<file path="src/rtl/shifter_arbiter.sv">
// rtl/shifter_arbiter.sv - two-requester arbiter sharing one combinational barrel shifter
module shifter_arbiter #(
  parameter int DATA_W     = 32,
  parameter int NUM_W      = 8,
  parameter int FIXED_PRIO = 0
) (
  input  logic              clk,
  input  logic              rst,
  input  logic              req0_valid,
  output logic              req0_ready,
  input  logic [2:0]        req0_op,
  input  logic [DATA_W-1:0] req0_data,
  input  logic [NUM_W-1:0]  req0_num,
  input  logic              req0_cin,
  input  logic              req1_valid,
  output logic              req1_ready,
  input  logic [2:0]        req1_op,
  input  logic [DATA_W-1:0] req1_data,
  input  logic [NUM_W-1:0]  req1_num,
  input  logic              req1_cin,
  output logic              rsp_valid,
  input  logic              rsp_ready,
  output logic              rsp_id,
  output logic [DATA_W-1:0] rsp_data,
  output logic              rsp_carry,
  output logic [2:0]        SHFT_OP,
  output logic [DATA_W-1:0] Shift_Data,
  output logic [NUM_W-1:0]  Shift_Num,
  output logic              Carry_flag,
  input  logic [DATA_W-1:0] Shift_Out,
  input  logic              Shift_Carry_Out,
  output logic              busy
);

  localparam logic [1:0] ST_IDLE  = 2'd0;
  localparam logic [1:0] ST_SHIFT = 2'd1;
  localparam logic [1:0] ST_RESP  = 2'd2;

  logic [1:0]        state_q, state_d;
  logic              ptr_q, ptr_d;
  logic [2:0]        op_q, op_d;
  logic [DATA_W-1:0] sdata_q, sdata_d;
  logic [NUM_W-1:0]  snum_q, snum_d;
  logic              cin_q, cin_d;
  logic              id_q, id_d;
  logic [DATA_W-1:0] rdata_q, rdata_d;
  logic              rcarry_q, rcarry_d;
  logic              gnt0, gnt1;

  // Pick at most one winner, and only while idle; the pointer breaks ties in round-robin mode
  always_comb begin
    gnt0 = 1'b0;
    gnt1 = 1'b0;
    if (state_q == ST_IDLE) begin
      if (req0_valid && !req1_valid) begin
        gnt0 = 1'b1;
      end else if (req1_valid && !req0_valid) begin
        gnt1 = 1'b1;
      end else if (req0_valid && req1_valid) begin
        if ((FIXED_PRIO != 0) || !ptr_q) begin
          gnt0 = 1'b1;
        end else begin
          gnt1 = 1'b1;
        end
      end
    end
  end

  // Next-state logic: latch winner operands, capture shifter result, release on response handshake
  always_comb begin
    state_d  = state_q;
    ptr_d    = ptr_q;
    op_d     = op_q;
    sdata_d  = sdata_q;
    snum_d   = snum_q;
    cin_d    = cin_q;
    id_d     = id_q;
    rdata_d  = rdata_q;
    rcarry_d = rcarry_q;
    case (state_q)
      ST_IDLE: begin
        if (gnt0) begin
          op_d    = req0_op;
          sdata_d = req0_data;
          snum_d  = req0_num;
          cin_d   = req0_cin;
          id_d    = 1'b0;
          state_d = ST_SHIFT;
        end else if (gnt1) begin
          op_d    = req1_op;
          sdata_d = req1_data;
          snum_d  = req1_num;
          cin_d   = req1_cin;
          id_d    = 1'b1;
          state_d = ST_SHIFT;
        end
      end
      ST_SHIFT: begin
        rdata_d  = Shift_Out;
        rcarry_d = Shift_Carry_Out;
        state_d  = ST_RESP;
      end
      ST_RESP: begin
        if (rsp_ready) begin
          // Hand the tie-break to whichever requester lost this round
          ptr_d   = ~id_q;
          state_d = ST_IDLE;
        end
      end
      default: begin
        state_d = ST_IDLE;
      end
    endcase
  end

  // State and datapath registers; reset discards any in-flight transaction
  always_ff @(posedge clk or posedge rst) begin
    if (rst) begin
      state_q  <= ST_IDLE;
      ptr_q    <= 1'b0;
      op_q     <= '0;
      sdata_q  <= '0;
      snum_q   <= '0;
      cin_q    <= 1'b0;
      id_q     <= 1'b0;
      rdata_q  <= '0;
      rcarry_q <= 1'b0;
    end else begin
      state_q  <= state_d;
      ptr_q    <= ptr_d;
      op_q     <= op_d;
      sdata_q  <= sdata_d;
      snum_q   <= snum_d;
      cin_q    <= cin_d;
      id_q     <= id_d;
      rdata_q  <= rdata_d;
      rcarry_q <= rcarry_d;
    end
  end

  assign req0_ready = gnt0;
  assign req1_ready = gnt1;
  assign rsp_valid  = (state_q == ST_RESP);
  assign rsp_id     = id_q;
  assign rsp_data   = rdata_q;
  assign rsp_carry  = rcarry_q;
  assign SHFT_OP    = op_q;
  assign Shift_Data = sdata_q;
  assign Shift_Num  = snum_q;
  assign Carry_flag = cin_q;
  assign busy       = (state_q != ST_IDLE);

endmodule

</file>
<file path="config.mk">
export PLATFORM = sky130hd
export DESIGN_NAME = shifter_arbiter
export DESIGN_NICKNAME = d
export VERILOG_FILES = /design/src/rtl/shifter_arbiter.sv
export SDC_FILE = /design/constraint.sdc
export NUM_CORES = 1
export LEC_CHECK = 0
export CELL_PAD_IN_SITES_DETAIL_PLACEMENT = 0
export CELL_PAD_IN_SITES_GLOBAL_PLACEMENT = 1
export CORE_UTILIZATION = 30
export DETAILED_ROUTE_END_ITERATION = 10
export DONT_BUFFER_PORTS = 1
export PLACE_DENSITY = 0.61
export SLEW_MARGIN = 25
export SYNTH_ARGS = -nofsm -noshare
export SYNTH_HDL_FRONTEND = slang
export SYNTH_SLANG_ARGS = --single-unit
export TNS_END_PERCENT = 50
</file>
<file path="constraint.sdc">
create_clock -name clk -period 5.12 [get_ports clk]
set_input_delay 1.024 -clock clk [delete_from_list [all_inputs] [get_ports clk]]
set_output_delay 1.024 -clock clk [all_outputs]
set_load 0.01 [all_outputs]
</file>
---- Word level (Yosys, flattened, before mapping) ----
Index checks and enable logic that the tools add are counted.
cells by class
  add/subtract/negate cells ............... 0
  multipliers ............................. 0
  divide/modulo/power cells ............... 0
  magnitude comparators ................... 0
  equality and inequality tests ........... 4
  shift operators ......................... 0
  muxes and demuxes ....................... 24
  bitwise logic cells ..................... 1
  reduce and logical (&&, ||, !) cells .... 11
operators by type and width
  cell                                                    count
  two-way mux 32 bit                                      2
  two-way mux 8 bit                                       2
  two-way mux 1 bit                                       14
  two-way mux 2 bit                                       3
  two-way mux 3 bit                                       2
  one-hot mux 2 bit (3 select lines)                      1
  AND reduction 2 bit                                     3
  nonzero test 2 bit                                      2
  logical AND 1 bit                                       3
  inequality test 3 bit (second input constant)           1
  equality test 2 x 1 -> 1 bit (second input constant)    1
  equality test 2 bit (second input constant)             1
  zero test 1 bit                                         2
  zero test 2 bit                                         1
  inequality test 2 x 1 -> 1 bit (second input constant)  1
  inverter 1 bit                                          1
storage, ports and cells
  bits in registers ....................... 81
  bits in latches ......................... 0
  memory bits (writable) .................. 0
  ROM bits ................................ 0
  input port bits ......................... 126
  output and inout bits ................... 82
  logic and storage cells ................. 49
  memories kept ........................... 0

---- Longest topological paths before layout ----
  depth in word-level cells ............... 8
  mapped depth ............................ 5
  depth with buffers taken out ............ 4

---- Least setup slack after synthesis ----
OpenSTA, ideal clock, no wires.
  path kind ............................... input-to-output
  from .................................... in req1_valid
  to ...................................... out req0_ready
  arrival ................................. 1545 ps
  data required time ...................... 4096 ps
  path slack .............................. 2551 ps
  cell stages on the path ................. 3
  path buffers ............................ 2
  cell sequence ........................... buf_4 buf_2 a21oi_1
between the ends
  word-level cells in the longest chain between the ends .. 5
  elaborated cells on any way between the ends .. 8
  those cells by class .................... mux: 4; reduce/logical: 4
ends and longest elaborated chain
  element                RTL line  text
  start: declaration     15        input logic req1_valid,
  logical AND 1 bit      59        end else if (req0_valid && req1_valid) begin
  two-way mux 1 bit      59
  two-way mux 1 bit      57        end else if (req1_valid && !req0_valid) begin
  two-way mux 1 bit (*)  55        if (req0_valid && !req1_valid) begin
  two-way mux 1 bit (*)  54        if (state_q == ST_IDLE) begin
  end: declaration       10        output logic req0_ready,
Mark *: on every way between the ends. The rest lies on a longest branch, timed or not.

---- Worst setup path after layout ----
  from .................................... in req0_valid
  to ...................................... out req1_ready
between the ends
  word-level cells in the longest chain between the ends .. 5
  elaborated cells on any way between the ends .. 8
  those cells by class .................... mux: 4; reduce/logical: 4
ends and longest elaborated chain
  element                                                 RTL line  text
  start: declaration                                      9         input logic req0_valid,
  logical AND 1 bit or zero test 1 bit (tied branches)    59, 57
  two-way mux 1 bit or logical AND 1 bit (tied branches)  59, 57
  two-way mux 1 bit                                       57
  two-way mux 1 bit (*)                                   55
  two-way mux 1 bit (*)                                   54
  end: declaration                                        16        output logic req1_ready,
Marked as above.

==> impl_metrics.env <==
export IMPL_dp_hpwl_mm=7.32
export IMPL_yosys_warnings=0
export IMPL_max_cap_viol_count=0
export IMPL_grt_max_degree=49
export IMPL_power_leakage_nw=1.97
export IMPL_yosys_area_top_type="dfrtp_1"
export IMPL_synth_compound_area_share_pct=15.7
export IMPL_clk_transition_reported_paths_ps=60
export IMPL_most_common_layout_cells="80 x dfrtp_1, 46 x o21ai_0, 45 x nand3b_1, 44 x o2111ai_1, 40 x and3_1"
export IMPL_critPathBufInv=1
export IMPL_maxSlewViolCount=0
export IMPL_cts_hold_buf=0
export IMPL_synth_cells=348
export IMPL_fill_cells=1377
export IMPL_max_stage_delay_ps=550
export IMPL_place_area_um2=4120
export IMPL_die_y_um=119
export IMPL_syn_area_um2=4070
export IMPL_timing_fmax_mhz=341
export IMPL_yosysSeqAreaShare_pct=49.8
export IMPL_finalSetupViolations=0
export IMPL_worstSkewPairLatency_ps=340
export IMPL_drc=0
export IMPL_hold_viol_final=0
export IMPL_core_um2=13200
export IMPL_hold_class="flip-flop to flip-flop"
export IMPL_grt_setup_unrepaired="no"
export IMPL_crit_family="buffers and inverters"
export IMPL_wl_mm=11.2
export IMPL_rows=42
export IMPL_grt_use_total_pct=16.0
export IMPL_syn2layout_area_growth_pct=8.94
export IMPL_root_buffer="clkbuf_16"
export IMPL_yosysTopAreaCellShare_pct=49.8
export IMPL_synth_top_family_by_area="simple AND/OR/NAND/NOR gates"
export IMPL_cp_slowest_cell="inv_2"
export IMPL_worst_pin_slew_ps=946
export IMPL_worstPathMaxFanout=45
export IMPL_dr_first_iter_drc_count=122
export IMPL_die_width_um=119
export IMPL_synth_fa_ha_area_share_pct=0
export IMPL_num_io_pins=208
export IMPL_cp_start_kind="input pin"
export IMPL_path_cells="inv_2 -> o211a_1"
export IMPL_cts_resized=0
export IMPL_wire_per_inst_um=22.2
export IMPL_firstDrtPassIters=4
export IMPL_synth_fp_nets=474
export IMPL_seq_area_um2=2030
export IMPL_synthMuxAreaShare_pct=11.8
export IMPL_synth_xor_area_share_pct=0
export IMPL_start_util_pct=30.8
export IMPL_grt_pass1_wl_mm=17.1
export IMPL_ir_drop_v=0.000185
export IMPL_routed_via_density=5.64
export IMPL_post_route_min_period_ps=2930
export IMPL_cts_tree="done"
export IMPL_worst_setup_path_type="input pin to primary output"
export IMPL_layout_commonest_cell="dfrtp_1"
export IMPL_cts_setup_buffers=0
export IMPL_finalNetCount=450
export IMPL_cts_buffers=9
export IMPL_timing_final_ws_setup_ps=2190
export IMPL_status="finished clean"
export IMPL_cp_data_required_time_ps=4100
export IMPL_synthSimpleGateAreaFrac_pct=16.5
export IMPL_io_buffers=0
export IMPL_power_density_nw_per_um2=682
export IMPL_synth_seq_cells=81
export IMPL_finClkSkew_ps=6.96
export IMPL_gp_congestion=0.704
export IMPL_preCtsSetupSlack_ps=2180
export IMPL_vias=2862
export IMPL_h_tree_depth=3
export IMPL_die_area_um2=14000
export IMPL_clockBufferDepth=2
export IMPL_antenna_found_initial=1
export IMPL_final_area_um2=4440
export IMPL_synth_cell_types=21
export IMPL_maxSlewHeadroom_pct=36.8
export IMPL_arrival_ps=1910
export IMPL_synth_area_leaders="dfrtp_1 50%, mux2_4 11%, o2111ai_1 9.5%"
export IMPL_grt_pass1_vias=2983
export IMPL_drive_gt1_share_pct=19.8
export IMPL_numClockSinks=81
export IMPL_synth_avg_cell_area_um2=11.7
export IMPL_critPathCaptureType="primary output"
export IMPL_ant_nets=0
export IMPL_multiInputGateArea_um2=1810
export IMPL_grt_overflow=0
export IMPL_fin_setup_tns_ps=0
export IMPL_fin_crit_sh_pct=57.3
[area by class of cell]
class                           count  area share (%)
Antenna cell                        2           0.113
Clock inverter                      7            1.78
Inverter                            4           0.367
Clock buffer                        9            5.08
Sequential cell                    81            45.7
Multi-Input combinational cell    224            40.9
Timing Repair Buffer                4            1.13
Tap cell                          176            4.96
[layer usage]
| layer | track usage, % | routed length, um | up-vias |
|---|---|---|---|
| met5 | 0 | 0 | - |
| met4 | 5.46 | 170 | 0 |
| met3 | 7.34 | 1180 | 16 |
| met2 | 24.9 | 5190 | 152 |
| met1 | 19.7 | 4710 | 1414 |
| li1 | - | - | 1280 |
[worst paths after layout]
kind	startpoint	end	slack [ps]	depth (start not counted)
setup / recovery	req0_valid	req1_ready	2190	2
hold / removal	rsp_data[31]$_DFFE_PP0N_	rsp_data[31]$_DFFE_PP0N_	580	1
setup reg to reg	ptr_q$_DFFE_PP0P_	Shift_Data[31]$_DFFE_PP0P_	2850	4
hold reg to reg	rsp_data[31]$_DFFE_PP0N_	rsp_data[31]$_DFFE_PP0N_	580	1
max in group asynchronous	rst	rsp_data[24]$_DFFE_PP0N_	3440	2
min in group asynchronous	rst	rsp_data[11]$_DFFE_PP0N_	640	1
[Yosys cell counts]
cell,count
dfrtp_1,81
clkbuf_1,13
inv_2,2
a21o_1,1
o2111ai_1,44
mux2_2,4
buf_4,7
inv_1,2
o211a_1,1
nand3b_1,45
mux2_4,29
nand2b_1,2
buf_6,7
and3_2,4
buf_2,12
nor3b_4,1
nor2_1,3
o21ai_0,46
a21oi_1,1
nand2_1,3
and3_1,40
[state kept, by name, indices dropped and copies added (netlist names)]
name,flops
Shift_Data,32
Shift_Num,8
state_q,2
SHFT_OP,3
rsp_data,32
ptr_q,1
Carry_flag,1
rsp_id,1
rsp_carry,1
[logic make-up (layout without fill, tap and decap cells)]
logic type,count (synthesis),in the layout
muxes,33,33
and+or+nand+nor,98,98
AOI/OAI and AO/OA,93,93
DFF,81,81
buffers and inverters,43,24
other,0,2
[stage by stage]
step	hold slack [ps]	cells	util (%)	total power, mW
global placement	564	488	30.9	2.33
detailed placement	570	489	31.1	2.39
CTS	586	505	33.4	3.07
finish	581	507	33.5	3.03
global route	592	506	33.5	3.23
floorplan	523	348	-	2.17
[power breakdown]
| group | internal [mW] | leakage [nW] | total, mW | switching [mW] |
|---|---|---|---|---|
| Combinational | 0.481 | 0.859 | 0.955 | 0.474 |
| Clock | 0.382 | 0.139 | 0.658 | 0.276 |
| Sequential | 0.964 | 0.976 | 1.41 | 0.449 |
Note: power is estimated with default switching activity, not from simulation.
